--- config.mk ---
export PLATFORM = sky130hd
export DESIGN_NAME = mem_arbiter_flat
export DESIGN_NICKNAME = d
export VERILOG_FILES = /design/src/rtl/mem_arb_pkg.sv /design/src/rtl/mem_arbiter_if.sv /design/src/rtl/mem_arb_pick.sv /design/src/rtl/mem_arbiter.sv /design/src/flat_wrapper.sv
export SDC_FILE = /design/constraint.sdc
export NUM_CORES = 1
export LEC_CHECK = 0
export BUFFER_PORTS_ARGS = -buffer_cell sky130_fd_sc_hd__buf_2
export CAP_MARGIN = 10
export CORE_UTILIZATION = 42
export DETAILED_ROUTE_END_ITERATION = 16
export HOLD_SLACK_MARGIN = 0.05
export PLACE_DENSITY = 0.82
export RECOVER_POWER = 25
export SLEW_MARGIN = 40
export SYNTH_ARGS = -nofsm -noshare
export SYNTH_HDL_FRONTEND = slang
export SYNTH_SLANG_ARGS = --single-unit
--- constraint.sdc ---
create_clock -name clk -period 4.8 [get_ports clk]
set_input_delay 0.96 -clock clk [delete_from_list [all_inputs] [get_ports clk]]
set_output_delay 0.96 -clock clk [all_outputs]
set_load 0.01 [all_outputs]
--- src/rtl/mem_arb_pkg.sv ---
// Shared types and defaults for the data-memory arbiter.
//   state_e : arbiter FSM states
//   owner_e : which requester holds the current access
//   DEF_*   : default timing parameters
//   cnt_width / streak_width : register widths for the access and streak counters
package mem_arb_pkg;

    typedef enum logic [1:0] {
        IDLE   = 2'd0,
        ACCESS = 2'd1,
        DONE   = 2'd2
    } state_e;

    typedef enum logic {
        OWN_D = 1'b0,
        OWN_I = 1'b1
    } owner_e;

    localparam int DEF_ACCESS_CYCLES = 2;
    localparam int DEF_STARVE_LIMIT  = 3;

    // The access counter holds ACCESS_CYCLES-1 down to 0. Keep at least one bit
    // so ACCESS_CYCLES=1 still gives a legal register.
    function automatic int cnt_width(input int access_cycles);
        return (access_cycles > 1) ? $clog2(access_cycles) : 1;
    endfunction

    // The streak counter must be able to hold the value STARVE_LIMIT itself.
    function automatic int streak_width(input int starve_limit);
        return (starve_limit > 0) ? $clog2(starve_limit + 1) : 1;
    endfunction

endpackage

--- src/rtl/mem_arbiter_if.sv ---
// Bundle of requester and memory-side signals around the arbiter.
//   master modport : requesters + memory model (drive requests, mem_readdata)
//   slave modport  : the arbiter (drives acks, read data, memory strobes, busy)
// Data port  : d_req, d_we, d_addr, d_wdata -> d_ack, d_rdata
// Fetch port : i_req, i_addr                -> i_ack, i_rdata
// Memory     : mem_addr, mem_writedata, MemWrite, MemRead <- mem_readdata
interface mem_arbiter_if #(
    parameter int AW = 32,
    parameter int DW = 32
);
    logic          d_req;
    logic          d_we;
    logic [AW-1:0] d_addr;
    logic [DW-1:0] d_wdata;
    logic          d_ack;
    logic [DW-1:0] d_rdata;

    logic          i_req;
    logic [AW-1:0] i_addr;
    logic          i_ack;
    logic [DW-1:0] i_rdata;

    logic [AW-1:0] mem_addr;
    logic [DW-1:0] mem_writedata;
    logic          MemWrite;
    logic          MemRead;
    logic [DW-1:0] mem_readdata;

    logic          busy;

    modport master (
        output d_req, d_we, d_addr, d_wdata, i_req, i_addr, mem_readdata,
        input  d_ack, d_rdata, i_ack, i_rdata,
               mem_addr, mem_writedata, MemWrite, MemRead, busy
    );

    modport slave (
        input  d_req, d_we, d_addr, d_wdata, i_req, i_addr, mem_readdata,
        output d_ack, d_rdata, i_ack, i_rdata,
               mem_addr, mem_writedata, MemWrite, MemRead, busy
    );
endinterface

--- src/rtl/mem_arb_pick.sv ---
// Winner selection and anti-starvation streak counter.
//   clk, rst : clock, async active-high reset
//   grant_en : arbiter is in IDLE, so a request present now is granted
//   d_req    : data-port request
//   i_req    : fetch request
//   d_wins   : data port wins this grant (only meaningful when a request is present)
module mem_arb_pick
    import mem_arb_pkg::*;
#(
    parameter int STARVE_LIMIT = DEF_STARVE_LIMIT
) (
    input  logic clk,
    input  logic rst,
    input  logic grant_en,
    input  logic d_req,
    input  logic i_req,
    output logic d_wins
);

    localparam int SW = streak_width(STARVE_LIMIT);
    localparam logic [SW-1:0] LIMIT = SW'(STARVE_LIMIT);

    logic [SW-1:0] streak_q, streak_d;

    always_comb begin
        d_wins   = d_req && !(i_req && (streak_q == LIMIT));
        streak_d = streak_q;
        if (grant_en && (d_req || i_req)) begin
            // Only data grants that actually made fetch wait count toward the streak.
            if (d_wins && i_req) begin
                streak_d = (streak_q == LIMIT) ? streak_q : streak_q + SW'(1);
            end else begin
                streak_d = '0;
            end
        end
    end

    always_ff @(posedge clk or posedge rst) begin
        if (rst) begin
            streak_q <= '0;
        end else begin
            streak_q <= streak_d;
        end
    end

endmodule

--- src/rtl/mem_arbiter.sv ---
// Shares a single-ported data memory between the data port and instruction
// fetch. Each access holds the strobes for ACCESS_CYCLES cycles, then pulses a
// one-cycle ack to the owner. Data has fixed priority, bounded by a streak
// counter so fetch cannot starve.
//   clk, rst : clock, async active-high reset
//   bus      : mem_arbiter_if slave modport (requesters + memory side)
//
// state  | meaning
// IDLE   | no access in flight; requests are sampled and a winner latched
// ACCESS | strobes driven from latched copy; cnt counts down to 0
// DONE   | strobes low; owner's ack high for this single cycle
//
// All outputs are registered: their next values are derived from the next
// FSM state, so they line up with the state they belong to.
module mem_arbiter
    import mem_arb_pkg::*;
#(
    parameter int ACCESS_CYCLES = DEF_ACCESS_CYCLES,
    parameter int STARVE_LIMIT  = DEF_STARVE_LIMIT,
    parameter int AW            = 32,
    parameter int DW            = 32
) (
    input  logic          clk,
    input  logic          rst,
    mem_arbiter_if.slave  bus
);

    localparam int CW = cnt_width(ACCESS_CYCLES);
    localparam logic [CW-1:0] CNT_INIT = CW'(ACCESS_CYCLES - 1);

    state_e        state_q, state_d;
    logic [CW-1:0] cnt_q, cnt_d;
    owner_e        owner_q, owner_d;
    logic [AW-1:0] addr_q, addr_d;
    logic [DW-1:0] wdata_q, wdata_d;
    logic          we_q, we_d;

    logic [AW-1:0] mem_addr_q, mem_addr_d;
    logic [DW-1:0] mem_writedata_q, mem_writedata_d;
    logic          mem_write_q, mem_write_d;
    logic          mem_read_q, mem_read_d;
    logic          d_ack_q, d_ack_d;
    logic          i_ack_q, i_ack_d;
    logic [DW-1:0] d_rdata_q, d_rdata_d;
    logic [DW-1:0] i_rdata_q, i_rdata_d;
    logic          busy_q, busy_d;

    logic grant_en;
    logic d_wins;

    assign grant_en = (state_q == IDLE);

    mem_arb_pick #(
        .STARVE_LIMIT (STARVE_LIMIT)
    ) u_pick (
        .clk      (clk),
        .rst      (rst),
        .grant_en (grant_en),
        .d_req    (bus.d_req),
        .i_req    (bus.i_req),
        .d_wins   (d_wins)
    );

    always_comb begin
        state_d   = state_q;
        cnt_d     = cnt_q;
        owner_d   = owner_q;
        addr_d    = addr_q;
        wdata_d   = wdata_q;
        we_d      = we_q;
        d_rdata_d = d_rdata_q;
        i_rdata_d = i_rdata_q;

        case (state_q)
            IDLE: begin
                if (bus.d_req || bus.i_req) begin
                    state_d = ACCESS;
                    cnt_d   = CNT_INIT;
                    if (d_wins) begin
                        owner_d = OWN_D;
                        addr_d  = bus.d_addr;
                        wdata_d = bus.d_wdata;
                        we_d    = bus.d_we;
                    end else begin
                        owner_d = OWN_I;
                        addr_d  = bus.i_addr;
                        wdata_d = '0;
                        we_d    = 1'b0;
                    end
                end
            end
            ACCESS: begin
                if (cnt_q == '0) begin
                    // Memory read data is combinational off the registered address.
                    if (!we_q) begin
                        if (owner_q == OWN_D) begin
                            d_rdata_d = bus.mem_readdata;
                        end else begin
                            i_rdata_d = bus.mem_readdata;
                        end
                    end
                    state_d = DONE;
                end else begin
                    cnt_d = cnt_q - CW'(1);
                end
            end
            DONE: begin
                state_d = IDLE;
            end
            default: begin
                state_d = IDLE;
            end
        endcase

        mem_addr_d      = addr_d;
        mem_writedata_d = wdata_d;
        mem_read_d      = (state_d == ACCESS) && !we_d;
        // Single write strobe, on the final access cycle only.
        mem_write_d     = (state_d == ACCESS) && we_d && (cnt_d == '0);
        d_ack_d         = (state_d == DONE) && (owner_d == OWN_D);
        i_ack_d         = (state_d == DONE) && (owner_d == OWN_I);
        busy_d          = (state_d != IDLE);
    end

    always_ff @(posedge clk or posedge rst) begin
        if (rst) begin
            state_q         <= IDLE;
            cnt_q           <= '0;
            owner_q         <= OWN_D;
            addr_q          <= '0;
            wdata_q         <= '0;
            we_q            <= 1'b0;
            mem_addr_q      <= '0;
            mem_writedata_q <= '0;
            mem_write_q     <= 1'b0;
            mem_read_q      <= 1'b0;
            d_ack_q         <= 1'b0;
            i_ack_q         <= 1'b0;
            d_rdata_q       <= '0;
            i_rdata_q       <= '0;
            busy_q          <= 1'b0;
        end else begin
            state_q         <= state_d;
            cnt_q           <= cnt_d;
            owner_q         <= owner_d;
            addr_q          <= addr_d;
            wdata_q         <= wdata_d;
            we_q            <= we_d;
            mem_addr_q      <= mem_addr_d;
            mem_writedata_q <= mem_writedata_d;
            mem_write_q     <= mem_write_d;
            mem_read_q      <= mem_read_d;
            d_ack_q         <= d_ack_d;
            i_ack_q         <= i_ack_d;
            d_rdata_q       <= d_rdata_d;
            i_rdata_q       <= i_rdata_d;
            busy_q          <= busy_d;
        end
    end

    assign bus.mem_addr      = mem_addr_q;
    assign bus.mem_writedata = mem_writedata_q;
    assign bus.MemWrite      = mem_write_q;
    assign bus.MemRead       = mem_read_q;
    assign bus.d_ack         = d_ack_q;
    assign bus.i_ack         = i_ack_q;
    assign bus.d_rdata       = d_rdata_q;
    assign bus.i_rdata       = i_rdata_q;
    assign bus.busy          = busy_q;

endmodule

--- src/flat_wrapper.sv ---
// flat-port wrapper written by rule: the top's interface ports become plain ports
module mem_arbiter_flat import mem_arb_pkg::*;
#(
    parameter int ACCESS_CYCLES = DEF_ACCESS_CYCLES,
    parameter int STARVE_LIMIT  = DEF_STARVE_LIMIT,
    parameter int AW            = 32,
    parameter int DW            = 32
)
  (clk, rst, bus_d_req, bus_d_we, bus_d_addr, bus_d_wdata, bus_i_req, bus_i_addr, bus_mem_readdata, bus_d_ack, bus_d_rdata, bus_i_ack, bus_i_rdata, bus_mem_addr, bus_mem_writedata, bus_MemWrite, bus_MemRead, bus_busy);
  mem_arbiter_if #(.AW(AW), .DW(DW)) bus_i ();
  input  logic clk;
  input  logic rst;
  input wire logic [$bits(bus_i.d_req)-1:0] bus_d_req;
  input wire logic [$bits(bus_i.d_we)-1:0] bus_d_we;
  input wire logic [$bits(bus_i.d_addr)-1:0] bus_d_addr;
  input wire logic [$bits(bus_i.d_wdata)-1:0] bus_d_wdata;
  input wire logic [$bits(bus_i.i_req)-1:0] bus_i_req;
  input wire logic [$bits(bus_i.i_addr)-1:0] bus_i_addr;
  input wire logic [$bits(bus_i.mem_readdata)-1:0] bus_mem_readdata;
  output wire logic [$bits(bus_i.d_ack)-1:0] bus_d_ack;
  output wire logic [$bits(bus_i.d_rdata)-1:0] bus_d_rdata;
  output wire logic [$bits(bus_i.i_ack)-1:0] bus_i_ack;
  output wire logic [$bits(bus_i.i_rdata)-1:0] bus_i_rdata;
  output wire logic [$bits(bus_i.mem_addr)-1:0] bus_mem_addr;
  output wire logic [$bits(bus_i.mem_writedata)-1:0] bus_mem_writedata;
  output wire logic [$bits(bus_i.MemWrite)-1:0] bus_MemWrite;
  output wire logic [$bits(bus_i.MemRead)-1:0] bus_MemRead;
  output wire logic [$bits(bus_i.busy)-1:0] bus_busy;
  assign bus_i.d_req = bus_d_req;
  assign bus_i.d_we = bus_d_we;
  assign bus_i.d_addr = bus_d_addr;
  assign bus_i.d_wdata = bus_d_wdata;
  assign bus_i.i_req = bus_i_req;
  assign bus_i.i_addr = bus_i_addr;
  assign bus_i.mem_readdata = bus_mem_readdata;
  assign bus_d_ack = bus_i.d_ack;
  assign bus_d_rdata = bus_i.d_rdata;
  assign bus_i_ack = bus_i.i_ack;
  assign bus_i_rdata = bus_i.i_rdata;
  assign bus_mem_addr = bus_i.mem_addr;
  assign bus_mem_writedata = bus_i.mem_writedata;
  assign bus_MemWrite = bus_i.MemWrite;
  assign bus_MemRead = bus_i.MemRead;
  assign bus_busy = bus_i.busy;
  mem_arbiter #(.ACCESS_CYCLES(ACCESS_CYCLES), .STARVE_LIMIT(STARVE_LIMIT), .AW(AW), .DW(DW)) u_core (.clk(clk), .rst(rst), .bus(bus_i));
endmodule
==> impl_metrics.yaml <==
critical_path:
  arrival_ns: 2.87
  cp_slowest_cell: "a21bo_1"
  worst-setup-path-type: "in -> reg"
  crit_family: "compound AO/OA/AOI/OAI gates"
  critPathLaunch: "bus_i_req"
  endpoint_kind: "register"
  crit_fanout: 35
  critPathBufInv: 2
  max_stage_delay_ns: 0.80
  crit_required_ns: 5.09
  crit_chain: "clkbuf_1 > a21bo_1 > nor3_1 > buf_4 > a32o_1"
  r2r-start: "u_core.u_pick.streak_q[0]"
  startpoint_type: "primary input"
detailed_routing:
  num_vias: 4448
  drtPass1Iterations: 4
  wl_per_cell_um: 15.9
  wirelength_mm: 13.8
  antenna_left: 0
  drt-initial-drc-count: 216
  via_per_inst: 5.11
  drc: 0
cts:
  cts_tree: "yes"
  cts_sinks: 140
  clock_path_buffers: 2
  clk_latency_ns: 0.41
  cts_root_buf: "clkbuf_16"
  cts_hold_buf: 0
  clk_pin_slew_ns: 0.05
  numCtsBuffers: 17
  cts.repair.resized: 0
  htree_levels: 4
  post_cts_buffers: 0
synthesis:
  yosysTopAreaCell: "dfrtp_1"
  synth.net_count: 561
  synth_warnings: 0
  yosys-top-cells-area: "dfrtp_1 63%, mux2_4 8.1%, mux2_2 6.5%, a22o_1 5.2%, nand2_1 4.5%"
  ys_seq_elements: 140
  syn-mean-instance-area_um2: 13.0
  ys_seq_area_frac: 0.630
  synth_cells: 427
  syn_area_um2: 5560
  netlist.area_leader.share: 0.630
  synth.distinct_cells: 28
global_route:
  grtUsageTotal: 0.201
  overflow: 0
  grt_max_degree: 96
  grt_pass1_vias: 4216
  grt_first_pass_wirelength_mm: 20.8
  antenna_found_initial: 0
placement:
  place_hpwl_mm: 10.0
  portBuffers: 265
  gp_congestion: 0.793
  post-place-cells: 838
timing:
  rsz0062_at_grt: "false"
  slew_violations: 0
  max_freq_ghz: 0.389
  finalHoldViolCount: 0
  worst_pin_slew_ns: 0.955
  clock-skew-final_ns: 0.00531
  setup_tns_ns: 0
  relSlewSlack: 0.364
  min_period_over_period: 0.536
  fin_crit_ns: 2.57
  whs_ns: 0.484
  setup_viol_count_final: 0
power_and_ir_drop:
  leakage_nw: 3.94
  power_density_nw_per_um2: 719
  peakVddDrop_uv: 274
floorplan:
  dieArea_um2: 13700
  initial_core_util: 0.435
  rows: 41
  fp.dieW_um: 117
  fp.coreArea_um2: 12800
  num_io_pins: 266
  die_y_um: 117
final_layout:
  final_common_cell: "buf_2"
  area_growth_pct: 37.9
  fin_cells: 870
  diodes: 0
  nets: 819
  drive_above_1_share: 0.529
  mostFrequentLayoutCells: "263 x buf_2, 140 x dfrtp_1, 65 x nand2_1, 35 x a21oi_1, 33 x a22o_1"
outcome:
  status: "complete, no violations"
hold_path:
  min_path_type: "reg -> reg"
  hp-start: "u_core.u_pick.streak_q[0]"
run:
  drv_cap: 0
-- state kept, by name (all words and copies together), names as in the netlist --
signal	cells
u_core.wdata_q	32
u_core.owner_q	1
u_core.bus.i_ack	1
u_core.bus.busy	1
u_core.we_q	1
u_core.state_q	2
u_core.cnt_q	1
u_core.addr_q	32
u_core.bus.d_rdata	32
u_core.bus.d_ack	1
u_core.u_pick.streak_q	2
u_core.bus.MemWrite	1
u_core.bus.i_rdata	32
u_core.bus.MemRead	1
-- per-layer routing --
layer  routed length [um]  GRT usage
met1                 5380      0.232
met2                 7030      0.344
met3                 1140     0.0597
met4                  256     0.0903
met5                    0          0
-- stage by stage --
step                 util  instance area (um^2)  total power, mW  setup slack (ns)
floorplan               -                  5560             3.29            0.0871
global placement    0.550                  7020             4.05              1.70
detailed placement  0.550                  7030             4.14              2.01
CTS                 0.601                  7670             5.56              2.45
global route        0.600                  7670             5.86              2.09
finish              0.600                  7670             5.51              2.23
-- cell families (layout without fill, tap and decap cells) --
logic type                 count (synthesis)  in the layout  synth area share
buffers and inverters                     35            306            0.0286
and+or+nand+nor                           81             81            0.0605
muxes                                     65             65             0.152
adders and majority gates                  1              1           0.00225
DFF                                      140            140             0.630
AOI/OAI and AO/OA                        105            105             0.127
-- synthesized netlist by cell type, drive strengths merged --
cell,instances
a21bo,1
inv,3
or3b,2
ha,1
a32o,1
a22o,33
or2,1
a21boi,1
dfrtp,140
mux2,64
a21oi,35
nand2,66
nor2,5
buf,7
clkbuf,25
a31oi,32
nand3,1
and2,1
nand3b,1
mux2i,1
nor3,3
o21a,1
a2bb2oi,1
nor3b,1
-- where the power goes --
group / leakage (nW) / total (mW) / switching, mW / internal [mW]
sequential: 1.67 / 2.08 / 0.328 / 1.75
combinational: 1.95 / 2.03 / 1.02 / 1.01
clock: 0.310 / 1.40 / 0.475 / 0.927
total: 3.94 / 5.51 / 1.82 / 3.69
-- cell type report --
| cell class | instances | area (um^2) |
|---|---|---|
| sequential | 140 | 3500 |
| clock buffer | 23 | 488 |
| inverter | 3 | 18.8 |
| tap | 172 | 215 |
| clock inverter | 9 | 158 |
| multi-input combinational | 252 | 1920 |
| timing repair buffer | 271 | 1370 |
| fill | 1003 | 5100 |
-- path summary, 6_finish.rpt --
check,end,slack (ns),cells past startpoint
hold / removal,u_core.u_pick.streak_q[0],0.48,1
setup reg to reg,u_core.u_pick.streak_q[1],2.37,5
setup / recovery,u_core.u_pick.streak_q[1],2.23,5
min in group asynchronous,u_core.wdata_q[0],0.68,2
hold reg to reg,u_core.u_pick.streak_q[0],0.48,1
max in group asynchronous,u_core.wdata_q[4],3.08,3
-- worst register-to-register path, stage by stage (launching register included) --
cell     delay, ns
dfrtp_1       0.39
ha_1          0.25
a21bo_1       0.53
nor3_1        0.52
buf_4         0.45
a32o_1        0.22
No activity file was read; power rests on OpenSTA's default activity.
